<file path="src/rtl/axi_stream_pkg.sv">
// ---------------------------------------------------------------------------
// axi_stream_pkg
// Shared definitions for the AXI-Stream header insertion blocks.
//   - Default data/keep/byte-count widths.
//   - Header arbiter state encoding.
//   - Header bundle struct {data, keep, byte_cnt} at the default widths.
// ---------------------------------------------------------------------------
package axi_stream_pkg;

  localparam int AXIS_DATA_WD      = 32;
  localparam int AXIS_DATA_BYTE_WD = AXIS_DATA_WD / 8;
  localparam int AXIS_BYTE_CNT_WD  = $clog2(AXIS_DATA_BYTE_WD);

  typedef enum logic [1:0] {
    IDLE     = 2'd0,
    SEND     = 2'd1,
    WAIT_EOP = 2'd2
  } arb_state_e;

  typedef struct packed {
    logic [AXIS_DATA_WD-1:0]      data;
    logic [AXIS_DATA_BYTE_WD-1:0] keep;
    logic [AXIS_BYTE_CNT_WD-1:0]  byte_cnt;
  } axis_hdr_t;

endpackage : axi_stream_pkg

</file>
<file path="src/rtl/axi_stream_header_arbiter_rr_select.sv">
// ---------------------------------------------------------------------------
// rr_select
// Combinational round-robin picker. Searches req upward starting one above
// ptr, wrapping modulo N, and returns the first requester found.
// Ports:
//   req        in   N       request vector
//   ptr        in   PTR_WD  index of the most recently served requester
//   gnt_onehot out  N       one-hot grant (zero when nothing requests)
//   gnt_idx    out  PTR_WD  index of the granted requester (0 when none)
//   any        out  1       at least one request is present
// ---------------------------------------------------------------------------
module rr_select #(
  parameter int N      = 4,
  parameter int PTR_WD = $clog2(N)
) (
  input  logic [N-1:0]      req,
  input  logic [PTR_WD-1:0] ptr,
  output logic [N-1:0]      gnt_onehot,
  output logic [PTR_WD-1:0] gnt_idx,
  output logic              any
);

  // Rotating priority search; the first hit starting at ptr+1 wins.
  always_comb begin
    int                cand;
    logic [PTR_WD-1:0] cand_idx;
    cand       = 0;
    cand_idx   = '0;
    gnt_onehot = '0;
    gnt_idx    = '0;
    any        = 1'b0;
    for (int off = 1; off <= N; off++) begin
      cand     = (int'(ptr) + off) % N;
      cand_idx = cand[PTR_WD-1:0];
      if (!any && req[cand_idx]) begin
        any                  = 1'b1;
        gnt_idx              = cand_idx;
        gnt_onehot[cand_idx] = 1'b1;
      end else begin
      end
    end
  end

endmodule : rr_select

</file>
<file path="src/rtl/axi_stream_header_arbiter.sv">
// ---------------------------------------------------------------------------
// axi_stream_header_arbiter
// Shares the header-insert port of axi_stream_insert_header among NUM_SRC
// requesters. Round-robin, locked per packet: once a header is handed over,
// no new header is issued until the payload's last beat leaves the insert
// block (observed through the mon_* taps).
// Ports:
//   clk, rst_n               clock, asynchronous active-low reset
//   src_valid/src_ready      per-source header handshake (ready one-hot/zero)
//   src_data/keep/byte_cnt   per-source header fields, source i at slot i
//   valid_insert/ready_insert header handshake towards the insert block
//   data/keep_insert, byte_insert_cnt  granted header fields
//   mon_valid/ready/last     taps of the insert block's output handshake
//   grant_id                 current or last granted source
//   busy                     header outstanding or packet in flight
//   err_stray_eop            sticky: end-of-packet seen while not waiting
// ---------------------------------------------------------------------------
module axi_stream_header_arbiter
  import axi_stream_pkg::*;
#(
  parameter int DATA_WD      = AXIS_DATA_WD,
  parameter int DATA_BYTE_WD = DATA_WD / 8,
  parameter int BYTE_CNT_WD  = $clog2(DATA_BYTE_WD),
  parameter int NUM_SRC      = 4,
  parameter int SRC_ID_WD    = $clog2(NUM_SRC)
) (
  input  logic                            clk,
  input  logic                            rst_n,
  input  logic [NUM_SRC-1:0]              src_valid,
  input  logic [NUM_SRC*DATA_WD-1:0]      src_data,
  input  logic [NUM_SRC*DATA_BYTE_WD-1:0] src_keep,
  input  logic [NUM_SRC*BYTE_CNT_WD-1:0]  src_byte_cnt,
  output logic [NUM_SRC-1:0]              src_ready,
  output logic                            valid_insert,
  output logic [DATA_WD-1:0]              data_insert,
  output logic [DATA_BYTE_WD-1:0]         keep_insert,
  output logic [BYTE_CNT_WD-1:0]          byte_insert_cnt,
  input  logic                            ready_insert,
  input  logic                            mon_valid,
  input  logic                            mon_ready,
  input  logic                            mon_last,
  output logic [SRC_ID_WD-1:0]            grant_id,
  output logic                            busy,
  output logic                            err_stray_eop
);

  arb_state_e               state_r;
  logic [SRC_ID_WD-1:0]     rr_ptr_r;
  logic [NUM_SRC-1:0]       sel_onehot_s;
  logic [SRC_ID_WD-1:0]     sel_idx_s;
  logic                     sel_any_s;
  logic [DATA_WD-1:0]       hdr_data_s;
  logic [DATA_BYTE_WD-1:0]  hdr_keep_s;
  logic [BYTE_CNT_WD-1:0]   hdr_cnt_s;
  logic                     eop_s;
  logic                     stray_eop_s;

  rr_select #(
    .N      (NUM_SRC),
    .PTR_WD (SRC_ID_WD)
  ) u_rr_select (
    .req        (src_valid),
    .ptr        (rr_ptr_r),
    .gnt_onehot (sel_onehot_s),
    .gnt_idx    (sel_idx_s),
    .any        (sel_any_s)
  );

  assign eop_s       = mon_valid & mon_ready & mon_last;
  // Any end-of-packet outside WAIT_EOP is unexpected, including one that
  // coincides with the header handshake in SEND.
  assign stray_eop_s = eop_s & (state_r != WAIT_EOP);

  // Accept offered only in IDLE and only to the picked source.
  always_comb begin
    src_ready = '0;
    if (state_r == IDLE) begin
      src_ready = sel_onehot_s;
    end else begin
      src_ready = '0;
    end
  end

  // One-hot mux of the picked source's header fields.
  always_comb begin
    hdr_data_s = '0;
    hdr_keep_s = '0;
    hdr_cnt_s  = '0;
    for (int i = 0; i < NUM_SRC; i++) begin
      if (sel_onehot_s[i]) begin
        hdr_data_s = src_data[i*DATA_WD +: DATA_WD];
        hdr_keep_s = src_keep[i*DATA_BYTE_WD +: DATA_BYTE_WD];
        hdr_cnt_s  = src_byte_cnt[i*BYTE_CNT_WD +: BYTE_CNT_WD];
      end else begin
      end
    end
  end

  // Arbitration FSM with registered insert-port and status outputs.
  always_ff @(posedge clk or negedge rst_n) begin
    if (!rst_n) begin
      state_r         <= IDLE;
      rr_ptr_r        <= SRC_ID_WD'(NUM_SRC - 1);
      valid_insert    <= 1'b0;
      data_insert     <= '0;
      keep_insert     <= '0;
      byte_insert_cnt <= '0;
      grant_id        <= '0;
      busy            <= 1'b0;
      err_stray_eop   <= 1'b0;
    end else begin
      if (stray_eop_s) begin
        err_stray_eop <= 1'b1;
      end
      case (state_r)
        IDLE: begin
          // src_ready equals the pick here, so a pick is a handshake.
          if (sel_any_s) begin
            data_insert     <= hdr_data_s;
            keep_insert     <= hdr_keep_s;
            byte_insert_cnt <= hdr_cnt_s;
            grant_id        <= sel_idx_s;
            rr_ptr_r        <= sel_idx_s;
            valid_insert    <= 1'b1;
            busy            <= 1'b1;
            state_r         <= SEND;
          end
        end
        SEND: begin
          if (ready_insert) begin
            valid_insert <= 1'b0;
            state_r      <= WAIT_EOP;
          end
        end
        WAIT_EOP: begin
          if (eop_s) begin
            busy    <= 1'b0;
            state_r <= IDLE;
          end
        end
        default: begin
          valid_insert <= 1'b0;
          busy         <= 1'b0;
          state_r      <= IDLE;
        end
      endcase
    end
  end

endmodule : axi_stream_header_arbiter

</file>
<file path="config.mk">
export PLATFORM = sky130hd
export DESIGN_NAME = axi_stream_header_arbiter
export DESIGN_NICKNAME = d
export VERILOG_FILES = /design/src/rtl/axi_stream_pkg.sv /design/src/rtl/axi_stream_header_arbiter_rr_select.sv /design/src/rtl/axi_stream_header_arbiter.sv
export SDC_FILE = /design/constraint.sdc
export NUM_CORES = 1
export LEC_CHECK = 0
export ABC_CLOCK_PERIOD_IN_PS = 4100
export CAP_MARGIN = 20
export CORE_MARGIN = 2
export CORE_UTILIZATION = 39
export CTS_CLUSTER_DIAMETER = 80
export DETAILED_ROUTE_END_ITERATION = 10
export GPL_ROUTABILITY_DRIVEN = 0
export PLACE_DENSITY = 0.82
export SYNTH_ARGS = -nofsm -noshare
export SYNTH_HDL_FRONTEND = slang
export SYNTH_SLANG_ARGS = --single-unit
export TNS_END_PERCENT = 30
</file>
<file path="constraint.sdc">
create_clock -name clk -period 4.1 [get_ports clk]
set_clock_uncertainty 0.15 [all_clocks]
set_input_delay 0.82 -clock clk [delete_from_list [all_inputs] [get_ports clk]]
set_output_delay 0.82 -clock clk [all_outputs]
set_load 0.02 [all_outputs]
</file>
-- Word-level counts from Yosys, hierarchy flattened
Index checks and enable logic that the tools add are counted.
- register bits after elaboration: 47
- latch bits: 0
- RAM bits: 0
- ROM bits: 0
- bits of input ports: 162
- output and inout bits: 47
- word-level logic and storage cells: 100
- memories kept: 0
- $add $sub $neg: 4
- multiply operators: 0
- divide/modulo/power cells: 0
- order comparisons: 8
- equal/unequal tests: 6
- shifts and indexed selects: 0
- multiplexer cells: 50
- bitwise operators: 8
- reduce and logical (&&, ||, !) cells: 15
- operators by type and width (kind ; count):
    32-bit 2-to-1 mux ; 4
    4-bit 2-to-1 mux ; 9
    2-bit 2-to-1 mux ; 11
    1-bit 2-to-1 mux ; 15
    2-bit by 3-bit less-than comparator with 1-bit output (second input constant) ; 4
    4-bit bitwise OR ; 3
    3-bit AND reduction ; 3
    1-bit binary-select mux with 2-bit select ; 4
    1-bit demux with 2-bit select ; 4
    2-bit by 1-bit >= comparator with 1-bit output (second input constant) ; 4
    2-bit inequality test (second input constant) ; 4
    1-bit logical AND ; 7
    1-bit one-hot mux with 3 select lines ; 2
    2-bit one-hot mux with 3 select lines ; 1
    2-bit by 1-bit adder with 2-bit output (second input constant) ; 2
    2-bit adder (second input constant) ; 2
    1-bit bitwise AND ; 3
    1-bit zero test ; 3
    2-bit by 1-bit equality test with 1-bit output (second input constant) ; 1
    2-bit equality test (second input constant) ; 1
    2-bit zero test ; 1
    1-bit NOT ; 2
    2-bit AND reduction ; 1

-- Depth between registers and ports, before layout
- word-level depth: 17
- depth in mapped cells: 12
- depth with buffers taken out: 8

-- Hierarchy
A second synthesis with hierarchy kept.
- cells, all modules: 330
- area, all modules: 3403.3 sq um
- by module, submodules not included (module ; instances ; cells each ; area each (sq um)):
    axi_stream_header_arbiter ; 1 ; 262 ; 2877.8
    rr_select ; 1 ; 68 ; 525.5

-- Worst setup path after synthesis
OpenSTA, ideal clock, no wires.
- path type: reg2out
- start: reg rr_ptr_r[1]
- end: out src_ready[3]
- arrival time: 3.094 ns
- required time: 3.130 ns
- slack: 0.036 ns
- cell stages (with the launch flop): 11
- path buffers: 3
- path through: dfstp_2 buf_2 inv_1 ha_1 mux4_2 nor2b_4 a22o_1 a211o_1 buf_2 buf_2 nor3b_1
- longest elaborated chain between the ends: 14
- elaborated cells on any way between the ends: 49
- classes of those cells: add/sub (4); order compare (8); mux (24); bitwise (3); reduce/logical (10)
- RTL lines (item ; RTL line ; source):
    start: declaration ; axi_stream_header_arbiter.sv:48 ; logic [SRC_ID_WD-1:0] rr_ptr_r;
    start signal: assignment ; axi_stream_header_arbiter.sv:103 ; rr_ptr_r <= SRC_ID_WD'(NUM_SRC - 1);
    start signal: assignment ; axi_stream_header_arbiter.sv:123 ; rr_ptr_r <= sel_idx_s;
    parallel branches: the longest is 12 deep, another holds 2-bit by 3-bit less-than comparator with 1-bit output ; -- ;
    4-bit 2-to-1 mux (*) ; axi_stream_header_arbiter_rr_select.sv:35 ; if (!any && req[cand_idx]) begin
    4-bit 2-to-1 mux (*) ; axi_stream_header_arbiter.sv:77 ; if (state_r == IDLE) begin
    end: declaration ; axi_stream_header_arbiter.sv:33 ; output logic [NUM_SRC-1:0] src_ready,
Every way passes the cells marked *. The select of a mux whose other input is x is not followed.

-- Worst setup path in the final report
- start: in src_valid[2]
- end: out src_ready[3]
- longest elaborated chain between the ends: 13
- elaborated cells on any way between the ends: 25
- classes of those cells: mux (16); bitwise (3); reduce/logical (6)
- RTL lines (item ; RTL line ; source):
    start: declaration ; axi_stream_header_arbiter.sv:29 ; input logic [NUM_SRC-1:0] src_valid,
    1-bit binary-select mux with 2-bit select ; axi_stream_header_arbiter_rr_select.sv:35 ;
    1-bit 2-to-1 mux (implied by the code) ; axi_stream_header_arbiter_rr_select.sv:35 ;
    1-bit 2-to-1 mux ; axi_stream_header_arbiter_rr_select.sv:35 ;
    1-bit zero test ; axi_stream_header_arbiter_rr_select.sv:35 ;
    1-bit logical AND ; axi_stream_header_arbiter_rr_select.sv:35 ;
    1-bit 2-to-1 mux ; axi_stream_header_arbiter_rr_select.sv:35 ;
    1-bit zero test ; axi_stream_header_arbiter_rr_select.sv:35 ;
    1-bit logical AND ; axi_stream_header_arbiter_rr_select.sv:35 ;
    1-bit 2-to-1 mux ; axi_stream_header_arbiter_rr_select.sv:35 ;
    1-bit zero test ; axi_stream_header_arbiter_rr_select.sv:35 ;
    1-bit logical AND ; axi_stream_header_arbiter_rr_select.sv:35 ;
    4-bit 2-to-1 mux (*) ; axi_stream_header_arbiter_rr_select.sv:35 ;
    4-bit 2-to-1 mux (*) ; axi_stream_header_arbiter.sv:77 ;
Mark *: on every way between the ends. The rest lies on a longest branch, timed or not. The select of a mux whose other input is x is not followed.

==> results.sh <==
export IMPL_power_frac_comb=0.764
export IMPL_cp_start_kind="input pin"
export IMPL_avgSynthCellArea_sq_um=8.59
export IMPL_dp_slack_ns=-0.233
export IMPL_dieArea_sq_mm=0.0102
export IMPL_clk_pin_slew_ns=0.09
export IMPL_final_cell_mix="203 x clkdlybuf4s50_1, 45 x dfrtp_1, 44 x nor2_1, 43 x a21oi_1, 42 x o21ai_0"
export IMPL_pin_count=209
export IMPL_io_buffer_count=208
export IMPL_endpoint="src_ready[3]"
export IMPL_synth_edf_count=0
export IMPL_multi_input_area_sq_mm=0.00228
export IMPL_setup_slack_ns=0.0317
export IMPL_cp_required_ns=3.13
export IMPL_die_y_microns=101
export IMPL_r2r_end="data_insert[18]"
export IMPL_area_growth_pct=63.8
export IMPL_arrival_ns=3.10
export IMPL_p_int_mw=2.54
export IMPL_async_flop_share=1.00
export IMPL_grt_pass1_vias=4813
export IMPL_fmax_mhz=246
export IMPL_h_tree_depth=2
export IMPL_finalHoldWorstSlack_ns=0.332
export IMPL_synth_nets=598
export IMPL_initial_core_util=0.400
export IMPL_clock_path_buffers=2
export IMPL_fin_crit_sh=0.992
export IMPL_hold_viol=0
export IMPL_ant_nets=0
export IMPL_timing_reg2reg_setup_slack_ns=0.64
export IMPL_drive_gt1_frac=0.108
export IMPL_instances_no_fill=732
export IMPL_postCtsSetupBuffers=0
export IMPL_p_per_area_mw_per_mm2=868
export IMPL_core_sq_mm=0.00920
export IMPL_fin_crit_ns=4.07
export IMPL_dr_pass1_iters=5
export IMPL_seq_area_frac_synth=0.320
export IMPL_cts_root_buf="clkbuf_8"
export IMPL_rows=35
export IMPL_rsz0062_at_grt="no"
export IMPL_seqCellArea_sq_mm=0.00118
export IMPL_grt_first_pass_wirelength_mm=23.8
export IMPL_syn_inst=428
export IMPL_grt_total_usage=0.295
export IMPL_hpwlAfterDp_mm=10.4
export IMPL_crit_start="src_valid[2]"
export IMPL_post_route_util=0.655
export IMPL_critPathCaptureType="output port"
export IMPL_status="finished, final reports clean"
export IMPL_n_antenna_cell=0
export IMPL_n_fill_cell=755
export IMPL_worstMarginPinSlew_ns=0.567
export IMPL_wl_per_cell_microns=21.5
export IMPL_yosysWarnings=0
export IMPL_peakVddDrop_mv=0.493
export IMPL_worst_setup_path_type="input pin to output port"
export IMPL_cts_sinks=47
export IMPL_routed_wl_mm=15.7
export IMPL_layout_commonest_cell="clkdlybuf4s50_1"
export IMPL_hold_path_startpoint="grant_id[1]"
export IMPL_final_setup_viol_count=0
export IMPL_ys_seq_elements=47
export IMPL_vias=4635
export IMPL_cts_tree="built"
export IMPL_reg2reg_depth=9
export IMPL_hold_buffers=0
export IMPL_grt_ovfl_total=0
export IMPL_ys_types=52
export IMPL_viasPerCell=6.33
export IMPL_finalMaxSlewViolations=0
export IMPL_nets=790
export IMPL_seq_power_share=0.168
export IMPL_placed_cells=724
export IMPL_path_max_fanout=4
export IMPL_cap_violations=0
export IMPL_die_w_microns=101
export IMPL_pwr_share_clk=0.068
export IMPL_clk_latency_ns=0.31
export IMPL_power_switching_mw=2.69
export IMPL_drcViolationCount=0
export IMPL_hold_class="flip-flop to flip-flop"
export IMPL_slew_headroom=0.622
export IMPL_grt_max_degree=39
export IMPL_antenna_found_initial=0
export IMPL_switching_share=0.514
export IMPL_syn_area_sq_mm=0.00368
export IMPL_synth_ff_type="dfrtp_1"
export IMPL_tritoncts_num_buffers=5
export IMPL_first_iter_violations=394
export IMPL_fin_total_pwr_mw=5.23
export IMPL_r2r_start="rr_ptr_r[1]"
export IMPL_leakage_nw=2.26
sequential cells by signal, indices dropped and copies added, names as in the netlist:
signal,flops
state_r,2
busy,1
err_stray_eop,1
byte_insert_cnt,2
rr_ptr_r,2
data_insert,32
valid_insert,1
grant_id,2
keep_insert,4
repair_timing:
action / 4_1_cts / 5_1_grt
setup endpoints to repair: 4 / 4
gates resized for setup: 4 / 8
hold endpoints to repair: 0 / 0
cells in the mapped netlist, types with 3 or more instances:
library cell	instances	area [sq um]
nor2b_1	3	18.8
buf_2	16	80.1
a21o_1	4	30.0
a22o_1	3	26.3
nand2_1	9	33.8
and3b_1	3	26.3
inv_1	3	11.3
o22ai_1	39	244
nor4b_1	39	342
ha_1	8	100
clkbuf_1	28	105
nor2_1	44	165
a221oi_1	29	254
buf_6	3	33.8
a21oi_1	43	215
buf_4	5	37.5
nor3_1	4	20.0
a221oi_2	10	150
o21ai_0	42	210
nor3b_1	6	45.0
dfrtp_1	45	1130
power by group through the flow:
stage / clock, mW / combinational, mW / sequential (mW)
2_1_floorplan: 0 / 2.30 / 1.13
3_5_place_dp: 0 / 3.93 / 0.885
3_3_place_gp: 0 / 3.81 / 0.876
5_1_grt: 0.377 / 4.27 / 0.912
6_report: 0.354 / 4.00 / 0.879
4_1_cts: 0.358 / 3.94 / 0.878
through the flow:
stage | TNS (ns) | cell area [sq um]
after floorplan | 0 | 3680
after global placement | -0.716 | 5920
after detailed placement | -0.764 | 5920
after CTS | 0 | 6020
after global routing | 0 | 6020
final | 0 | 6020
kinds of logic after synthesis:
family                     Yosys count  synth area share
muxes                                4            0.0180
and+or+nand+nor                    121             0.205
buffers and inverters               58            0.0765
DFF                                 47             0.320
adders and majority gates            8            0.0272
AOI/OAI and AO/OA                  190             0.353
final cells by class:
cell class | instances | area share
Clock buffer | 7 | 0.0127
Multi-Input combinational cell | 323 | 0.379
Inverter | 3 | 0.00187
Timing Repair Buffer | 240 | 0.383
Sequential cell | 47 | 0.196
Clock inverter | 1 | 0.00498
Tap cell | 111 | 0.0231
layer usage:
layer	GRT usage	up-vias	wire length [microns]
li1	-	2069	-
met1	0.346	2239	6180
met2	0.514	287	7670
met3	0.0735	40	1470
met4	0.117	0	427
met5	0	-	0
worst max-delay path, stage by stage:
cell and delay (ns):
clkdlybuf4s50_1 0.47, or3b_1 0.36, a2111o_1 0.51, a21boi_1 0.22
a211o_1 0.16, nor3b_1 0.21, dlygate4sd1_1 0.35
worst min-delay path by stage:
stage / to / slack (ns) / cells past startpoint
after floorplan: busy / 0.37 / 0
after global placement: err_stray_eop / 0.32 / 1
after detailed placement: grant_id[1] / 0.32 / 1
after CTS: grant_id[1] / 0.34 / 1
after global routing: grant_id[1] / 0.36 / 1
final: grant_id[1] / 0.33 / 1
No activity file was read; power rests on OpenSTA's default activity.
